[src/rtl/riscv_pkg.sv]
// Shared RV32 pipeline definitions: datapath widths, ALU operation codes,
// operand forward-select encodings and the ID/EX register layout.
package riscv_pkg;

  localparam int XLEN      = 32;
  localparam int NREG_BITS = 5;

  typedef enum logic [3:0] {
    ALU_ADD  = 4'b0000,
    ALU_SUB  = 4'b1000,
    ALU_SLL  = 4'b0001,
    ALU_SLT  = 4'b0010,
    ALU_SLTU = 4'b0011,
    ALU_XOR  = 4'b0100,
    ALU_SRL  = 4'b0101,
    ALU_SRA  = 4'b1101,
    ALU_OR   = 4'b0110,
    ALU_AND  = 4'b0111
  } alu_op_e;

  typedef enum logic [1:0] {
    FWD_REG   = 2'd0,
    FWD_EXMEM = 2'd1,
    FWD_MEMWB = 2'd2
  } fwd_sel_e;

  // All-zero value of this struct is the bubble: invalid, no side effects, ADD.
  typedef struct packed {
    logic                 valid;
    logic [XLEN-1:0]      pc;
    logic [XLEN-1:0]      rs1_data;
    logic [XLEN-1:0]      rs2_data;
    logic [XLEN-1:0]      imm;
    logic [NREG_BITS-1:0] rs1;
    logic [NREG_BITS-1:0] rs2;
    logic [NREG_BITS-1:0] rd;
    logic [3:0]           alu_ctrl;
    logic                 alu_src;
    logic                 a_pc;
    logic                 reg_write;
    logic                 mem_read;
    logic                 mem_write;
    logic                 mem_to_reg;
  } id_ex_t;

endpackage

[src/rtl/id_ex_stage_fwd_mux.sv]
// Combinational operand select for one source register: EX/MEM result,
// MEM/WB writeback data, or the value latched in ID/EX. x0 never forwards.
module fwd_mux
  import riscv_pkg::*;
(
  input  logic [NREG_BITS-1:0] src_idx,
  input  logic [XLEN-1:0]      reg_data,
  input  logic                 exmem_reg_write,
  input  logic [NREG_BITS-1:0] exmem_rd,
  input  logic [XLEN-1:0]      exmem_alu_out,
  input  logic                 memwb_reg_write,
  input  logic [NREG_BITS-1:0] memwb_rd,
  input  logic [XLEN-1:0]      memwb_wb_data,
  output logic [XLEN-1:0]      fwd_data
);

  fwd_sel_e sel_s;

  // Pick the youngest producer; EX/MEM is newer than MEM/WB so it wins.
  always_comb begin
    sel_s = FWD_REG;
    if (exmem_reg_write && (exmem_rd != {NREG_BITS{1'b0}}) && (exmem_rd == src_idx)) begin
      sel_s = FWD_EXMEM;
    end else if (memwb_reg_write && (memwb_rd != {NREG_BITS{1'b0}}) && (memwb_rd == src_idx)) begin
      sel_s = FWD_MEMWB;
    end else begin
      sel_s = FWD_REG;
    end
  end

  // Data mux driven by the select.
  always_comb begin
    fwd_data = reg_data;
    case (sel_s)
      FWD_EXMEM: fwd_data = exmem_alu_out;
      FWD_MEMWB: fwd_data = memwb_wb_data;
      default:   fwd_data = reg_data;
    endcase
  end

endmodule

[src/rtl/id_ex_stage.sv]
// ID/EX pipeline register with load-use bubble insertion, WB bypass at
// capture and combinational EX/MEM, MEM/WB forwarding into the ALU operands.
module id_ex_stage
  import riscv_pkg::*;
(
  input  logic                 clk,
  input  logic                 rst_n,
  input  logic                 id_valid,
  input  logic [XLEN-1:0]      id_pc,
  input  logic [XLEN-1:0]      id_rs1_data,
  input  logic [XLEN-1:0]      id_rs2_data,
  input  logic [XLEN-1:0]      id_imm,
  input  logic [NREG_BITS-1:0] id_rs1,
  input  logic [NREG_BITS-1:0] id_rs2,
  input  logic [NREG_BITS-1:0] id_rd,
  input  logic [3:0]           id_alu_ctrl,
  input  logic                 id_alu_src,
  input  logic                 id_a_pc,
  input  logic                 id_reg_write,
  input  logic                 id_mem_read,
  input  logic                 id_mem_write,
  input  logic                 id_mem_to_reg,
  input  logic                 exmem_reg_write,
  input  logic [NREG_BITS-1:0] exmem_rd,
  input  logic [XLEN-1:0]      exmem_alu_out,
  input  logic                 memwb_reg_write,
  input  logic [NREG_BITS-1:0] memwb_rd,
  input  logic [XLEN-1:0]      memwb_wb_data,
  input  logic                 hold,
  input  logic                 flush,
  output logic                 load_use,
  output logic [XLEN-1:0]      ALU_in1,
  output logic [XLEN-1:0]      ALU_in2,
  output logic [3:0]           ALU_ctrl,
  output logic                 ex_valid,
  output logic                 ex_reg_write,
  output logic                 ex_mem_read,
  output logic                 ex_mem_write,
  output logic                 ex_mem_to_reg,
  output logic [NREG_BITS-1:0] ex_rd,
  output logic [XLEN-1:0]      ex_pc,
  output logic [XLEN-1:0]      ex_store_data
);

  id_ex_t          ex_r;
  id_ex_t          id_s;
  logic            load_use_s;
  logic [XLEN-1:0] fwd_rs1_s;
  logic [XLEN-1:0] fwd_rs2_s;

  // rs2 is compared even for I-type; a spurious stall is cheaper than decoding here.
  assign load_use_s = ex_r.valid && ex_r.mem_read && (ex_r.rd != {NREG_BITS{1'b0}}) && id_valid &&
                      ((ex_r.rd == id_rs1) || (ex_r.rd == id_rs2));

  // Assemble the captured fields; MEM/WB bypass covers a regfile without write-through.
  always_comb begin
    id_s            = '0;
    id_s.valid      = id_valid;
    id_s.pc         = id_pc;
    id_s.imm        = id_imm;
    id_s.rs1        = id_rs1;
    id_s.rs2        = id_rs2;
    id_s.rd         = id_rd;
    id_s.alu_ctrl   = id_alu_ctrl;
    id_s.alu_src    = id_alu_src;
    id_s.a_pc       = id_a_pc;
    id_s.reg_write  = id_reg_write;
    id_s.mem_read   = id_mem_read;
    id_s.mem_write  = id_mem_write;
    id_s.mem_to_reg = id_mem_to_reg;
    if (memwb_reg_write && (memwb_rd != {NREG_BITS{1'b0}}) && (memwb_rd == id_rs1)) begin
      id_s.rs1_data = memwb_wb_data;
    end else begin
      id_s.rs1_data = id_rs1_data;
    end
    if (memwb_reg_write && (memwb_rd != {NREG_BITS{1'b0}}) && (memwb_rd == id_rs2)) begin
      id_s.rs2_data = memwb_wb_data;
    end else begin
      id_s.rs2_data = id_rs2_data;
    end
  end

  // Pipeline register: flush beats hold, hold beats the load-use bubble.
  always_ff @(posedge clk or negedge rst_n) begin
    if (!rst_n) begin
      ex_r <= '0;
    end else if (flush) begin
      ex_r <= '0;
    end else if (hold) begin
      ex_r <= ex_r;
    end else if (load_use_s) begin
      ex_r <= '0;
    end else begin
      ex_r <= id_s;
    end
  end

  fwd_mux u_fwd_rs1 (
    .src_idx         (ex_r.rs1),
    .reg_data        (ex_r.rs1_data),
    .exmem_reg_write (exmem_reg_write),
    .exmem_rd        (exmem_rd),
    .exmem_alu_out   (exmem_alu_out),
    .memwb_reg_write (memwb_reg_write),
    .memwb_rd        (memwb_rd),
    .memwb_wb_data   (memwb_wb_data),
    .fwd_data        (fwd_rs1_s)
  );

  fwd_mux u_fwd_rs2 (
    .src_idx         (ex_r.rs2),
    .reg_data        (ex_r.rs2_data),
    .exmem_reg_write (exmem_reg_write),
    .exmem_rd        (exmem_rd),
    .exmem_alu_out   (exmem_alu_out),
    .memwb_reg_write (memwb_reg_write),
    .memwb_rd        (memwb_rd),
    .memwb_wb_data   (memwb_wb_data),
    .fwd_data        (fwd_rs2_s)
  );

  assign load_use      = load_use_s;
  assign ALU_in1       = ex_r.a_pc    ? ex_r.pc  : fwd_rs1_s;
  assign ALU_in2       = ex_r.alu_src ? ex_r.imm : fwd_rs2_s;
  assign ALU_ctrl      = ex_r.alu_ctrl;
  assign ex_valid      = ex_r.valid;
  assign ex_reg_write  = ex_r.reg_write;
  assign ex_mem_read   = ex_r.mem_read;
  assign ex_mem_write  = ex_r.mem_write;
  assign ex_mem_to_reg = ex_r.mem_to_reg;
  assign ex_rd         = ex_r.rd;
  assign ex_pc         = ex_r.pc;
  assign ex_store_data = fwd_rs2_s;

endmodule

[config.mk]
export PLATFORM = sky130hd
export DESIGN_NAME = id_ex_stage
export DESIGN_NICKNAME = d
export VERILOG_FILES = /design/src/rtl/riscv_pkg.sv /design/src/rtl/id_ex_stage_fwd_mux.sv /design/src/rtl/id_ex_stage.sv
export SDC_FILE = /design/constraint.sdc
export NUM_CORES = 1
export LEC_CHECK = 0
export ABC_AREA = 1
export BUFFER_PORTS_ARGS = -buffer_cell sky130_fd_sc_hd__buf_2
export CORE_MARGIN = 4
export CORE_UTILIZATION = 30
export DETAILED_ROUTE_END_ITERATION = 10
export PLACE_DENSITY = 0.54
export SYNTH_ARGS = -nofsm -noshare
export SYNTH_HDL_FRONTEND = slang
export SYNTH_HIERARCHICAL = 1
export SYNTH_SLANG_ARGS = --single-unit
[constraint.sdc]
create_clock -name clk -period 2.8 [get_ports clk]
set_clock_uncertainty 0.1 [all_clocks]
set_input_delay 0.14 -clock clk [delete_from_list [all_inputs] [get_ports clk]]
set_output_delay 0.14 -clock clk [all_outputs]
set_load 0.1 [all_outputs]
# Yosys cells after proc, flatten, opt, wreduce, memory -nomap -nowiden
# Index checks and enable logic that the tools add are counted.
# totals
ff_bits,154
in_bits,234
output_inout_bits,143
wordCells,57
# op_classes
eq_ne,13
muxes,13
reduce_logical,16
# ops
op,n
154-bit two-way mux,3
32-bit two-way mux,4
32-bit case mux with 2 select lines,2
5-bit equality test,8
5-bit nonzero test,3
1-bit logical AND,12
2-bit two-way mux,4
2-bit by 1-bit equality test with 1-bit output (second input constant),2
2-bit equality test (second input constant),2
2-bit by 1-bit != test with 1-bit output (second input constant),1
1-bit logical OR,1

# Longest topological paths before layout
# depth
word_depth,8
ltp_mapped,11
mapped_depth_nobuf,9

# By module
# The synthesis kept the hierarchy.
# modules_own_cells
module,n_inst,cells_each,area_per_inst_um2,seq_area_each_um2
id_ex_stage,1,1051,8260.4,3853.7
fwd_mux,2,209,1391.3,0.0

# Worst setup path after synthesis
# No wires, ideal clock.
# synth_path
path_kind,reg2out
from,register ex_r[16] (netlist name)
to,output ALU_in2[20]
arrival_time_ns,2.765
required_ns,2.560
path_slack_ns,-0.205
stages_incl_launch_ff,11
path_buffers,1
path_cell_list,dfrtp_1 inv_2 nand2_1 nand2_1 nand2_2 nor2_4 nand3_4 buf_6 nand3_2 nand3_1 mux2_2
# synth_via
elab_chain_cells,7
word_cells_on_any_way,10
classes_between,eq/ne: 4; mux: 4; reduce/logical: 2
# synth_lines
element,line,source
"start, declared",id_ex_stage.sv:45,id_ex_t ex_r;
"start signal, assigned",id_ex_stage.sv:90,ex_r <= ex_r;
"start signal, assigned",id_ex_stage.sv:94,ex_r <= id_s;
5-bit equality test,id_ex_stage_fwd_mux.sv:24,end else if (memwb_reg_write && (memwb_rd != {NREG_BITS{1'b0}}) && (memwb_rd == src_idx)) begin
1-bit logical AND,id_ex_stage_fwd_mux.sv:24,
2-bit two-way mux,id_ex_stage_fwd_mux.sv:24,
2-bit two-way mux *,id_ex_stage_fwd_mux.sv:22,if (exmem_reg_write && (exmem_rd != {NREG_BITS{1'b0}}) && (exmem_rd == src_idx)) begin
2-bit equality test or 2-bit by 1-bit equality test with 1-bit output (tied branches),id_ex_stage_fwd_mux.sv:34,case (sel_s)
32-bit case mux with 2 select lines *,id_ex_stage_fwd_mux.sv:34,
via ex_store_data[20],id_ex_stage.sv:42,output logic [XLEN-1:0] ex_store_data
32-bit two-way mux *,id_ex_stage.sv:124,assign ALU_in2 = ex_r.alu_src ? ex_r.imm : fwd_rs2_s;
"end, declared",id_ex_stage.sv:33,"output logic [XLEN-1:0] ALU_in2,"
# The timed path passes the listed nets; every way through them passes the cells marked *.

# Worst setup path in the final report
# layout_path
from,register ex_r[16] (netlist name)
to,output ALU_in2[14]
# layout_via
elab_chain_cells,7
word_cells_on_any_way,10
classes_between,eq/ne: 4; mux: 4; reduce/logical: 2
# layout_lines
element,line
5-bit equality test,id_ex_stage_fwd_mux.sv:24
1-bit logical AND,id_ex_stage_fwd_mux.sv:24
2-bit two-way mux,id_ex_stage_fwd_mux.sv:24
2-bit two-way mux *,id_ex_stage_fwd_mux.sv:22
2-bit equality test or 2-bit by 1-bit equality test with 1-bit output (tied branches),id_ex_stage_fwd_mux.sv:34
32-bit case mux with 2 select lines *,id_ex_stage_fwd_mux.sv:34
32-bit two-way mux *,id_ex_stage.sv:124
# Every way passes the cells marked *; elsewhere a longest branch is shown, timed or not.

==> impl_metrics.py <==
metrics = {
    "setup_path": {
        "slowest_delay_ps": 440,
        "crit_arrival_ps": 2430,
        "worst-path-buf-inv": 3,
        "cp_top_family": "simple AND/OR/NAND/NOR gates",
        "endpoint_kind": "output port",
        "crit_path_max_fanout": 16,
        "start_kind": "register",
        "slowest_stage": "dfrtp_2",
        "crit_top_cell": "nand2_1",
        "cp_cell_sequence": "inv_2, nand2_1, nand2_1, nand2_2, nor2_4, nand3_4, buf_6, nand3_1, nand3_2, mux2_2, buf_4",
        "worstPathRequired_ps": 2560,
        "worstSetupPathType": "register to output port",
    },
    "timing": {
        "period_minus_slack_ps": 2670,
        "rsz0062_at_grt": "true",
        "fin_crit_sh_pct": 95.2,
        "setup_viol": 0,
        "hold_slack_ps": 27.9,
        "slew_viol_final": 0,
        "clock.fmax_ghz": 0.375,
        "hold_viol_final": 0,
        "max-slew-margin-rel_pct": 56.0,
        "worst_pin_slew_ps": 659,
    },
    "clocking": {
        "cts_max_level": 4,
        "cts_tree": "built",
        "clk_path_buf_depth": 2,
        "clock-root-buffer": "clkbuf_16",
        "clkLatencyLatePin_ps": 440,
        "cts.sinks": 154,
        "numCtsBuffers": 17,
        "clk_pin_slew_ps": 70,
    },
    "drt": {
        "totalWireLength_mm": 50.6,
        "wl_met1_mm": 21.2,
        "met3_length_mm": 3.75,
        "wl_per_cell_um": 20.9,
        "via_count": 12200,
        "viasPerCell": 5.04,
        "antenna_left": 0,
        "drt-initial-drc-count": 701,
        "drc": 0,
        "highest_layer": "met5",
        "met2_wirelength_mm": 24.1,
        "firstDrtPassIters": 5,
    },
    "finish": {
        "nets": 2177,
        "largest_reg_flops": 108,
        "largest_register": "ex_r",
        "drive_gt1_share_pct": 34.5,
        "syn_to_final_growth_pct": 45.4,
    },
    "status": {
        "status": "finished clean",
    },
    "synth": {
        "synthMuxAreaShare_pct": 6.53,
        "postSynthCellCount": 1469,
        "synth_adder_area_share_pct": 0,
        "yosys.area_share.simple_pct": 45.7,
        "synth_top_family_by_area": "simple AND/OR/NAND/NOR gates",
        "synth_top_cell_area_share_pct": 34.9,
        "synth.area.top_cells": "dfrtp_1 (35%), nand2_1 (22%), nand3_2 (9.8%)",
        "synth_xor_area_share_pct": 1.11,
        "synth_nets": 1703,
        "ys_ff_latch": 154,
        "netlist_area_mm2": 0.0110,
        "ys_seq_area_share_pct": 34.9,
        "yosys.area.top_type": "dfrtp_1",
        "avgSynthCellArea_um2": 7.52,
        "yosysUniqueCellTypes": 28,
        "synth_compound_area_share_pct": 1.03,
        "yosys_warnings": 6,
    },
    "floorplan": {
        "die_w_um": 200,
        "start_util_pct": 30.3,
        "io-pin-count": 377,
        "core.rowCount": 70,
        "die_h_um": 200,
        "die-area_mm2": 0.0399,
        "core-area_mm2": 0.0364,
    },
    "grt": {
        "antenna_found_initial": 2,
        "grt_overflow_total": 0,
        "grt_max_degree": 65,
        "grt_pass1_wl_mm": 72.1,
        "grt_pass1_vias": 12000,
        "grt_util_all_layers_pct": 23.7,
    },
    "placed_design": {
        "hpwlAfterDp_mm": 33.8,
        "portBuffers": 376,
        "place_congestion": 0.889,
    },
    "power": {
        "finalPower_mw": 7.86,
        "p_per_area_mw_per_mm2": 490,
        "power_leakage_nw": 8.61,
        "peakVddDrop_mv": 0.403,
    },
    "worst_hold_path": {
        "hold_class": "input pin to register",
    },
    "flow_run": {
        "max_cap_viol_count": 0,
    },
}
==> Yosys cell counts, drive strengths merged <==
master / number
nand2: 654
nand3: 205
dfrtp: 154
nand4: 129
buf: 128
mux2: 64
inv: 43
nor2: 36
clkbuf: 20
o21ai: 13
xor2: 8
xnor2: 6
a21oi: 3
a21boi: 2
clkinv: 2
nand3b: 1
o21bai: 1
==> metal layers <==
| metal | up-vias | global-route usage, % |
|---|---|---|
| li1 | 5770 | - |
| met2 | 539 | 40.1 |
| met3 | 82 | 5.25 |
| met5 | - | 0 |
| met4 | 2 | 8.13 |
| met1 | 5827 | 30.1 |
==> worst paths after layout <==
path	start	end	slack (ps)	cells past startpoint
worst max-delay path	ex_r[16]	ALU_in2[14]	130	11
worst min-delay path	memwb_wb_data[11]	ex_r[100]	30	5
worst max register to register	ex_rd[3]	ex_r[118]	550	12
worst min register to register	ex_r[36]	ex_r[36]	380	2
max in group asynchronous	rst_n	ex_r[20]	1720	3
min in group asynchronous	rst_n	ex_pc[2]	120	2
==> final cells by class <==
| cell class | instances | area, µm² |
|---|---|---|
| fillers | 3685 | 20400 |
| multi-input cells | 1122 | 6130 |
| repair buffers | 603 | 4700 |
| flip-flops and latches | 154 | 3860 |
| well taps | 468 | 586 |
| clock buffers | 21 | 440 |
| clock inverters | 11 | 171 |
| inverters | 45 | 169 |
| diodes | 1 | 2.50 |
==> power breakdown <==
part           switching, mW  internal (mW)  total (mW)  leakage, nW
clock                   1.03           1.49        2.53        0.280
sequential            0.0988           2.35        2.45         2.04
combinational           2.07          0.807        2.88         6.29
total                   3.21           4.65        7.86         8.61
==> cell usage in the layout, fill, tap and decap left out, drive strengths merged <==
master | Yosys | layout
dlygate4sd3 | 0 | 181
o21bai | 1 | 1
bufinv | 0 | 4
diode | 0 | 1
xor2 | 8 | 8
nand3b | 1 | 1
a21boi | 2 | 2
nand3 | 205 | 205
clkinv | 2 | 3
nor2 | 36 | 36
buf | 128 | 410
nand4 | 129 | 129
clkinvlp | 0 | 5
clkbuf | 20 | 33
xnor2 | 6 | 6
mux2 | 64 | 64
nand2 | 654 | 654
dfrtp | 154 | 154
inv | 43 | 44
o21ai | 13 | 13
a21oi | 3 | 3
==> through the flow <==
stage          setup TNS, ps  instances  area [µm²]  setup slack, ps  util (%)
3_5_place_dp               0       2202       13100              416      36.0
2_1_floorplan              0       1469       11100              213         -
3_3_place_gp               0       2202       13100              421      36.0
5_1_grt                -12.1       2424       16100            -3.79      44.1
4_1_cts                    0       2415       15700             2.18      43.0
6_report                   0       2425       16100              134      44.1
==> logic make-up after synthesis <==
family                 count (synthesis)
AO/OA/AOI/OAI                         19
AND/OR/NAND/NOR                     1025
buffers and inverters                193
flip-flops                           154
multiplexers                          64
XOR/XNOR                              14
==> repair_timing <==
action                                 CTS  global route
pin swaps                                0             3
gates resized for setup                 48            92
gates cloned                             0             4
hold buffers                           181             0
endpoints found under the hold margin  202             0
setup buffers                            0             5
setup endpoints to repair               54           100
==> worst min-delay path, delay by kind of cell <==
| kind | cells | cell delay, ps |
|---|---|---|
| buffers and inverters | 1 | 140 |
| and+or+nand+nor | 4 | 250 |
Note: power is estimated with default switching activity, not from simulation.
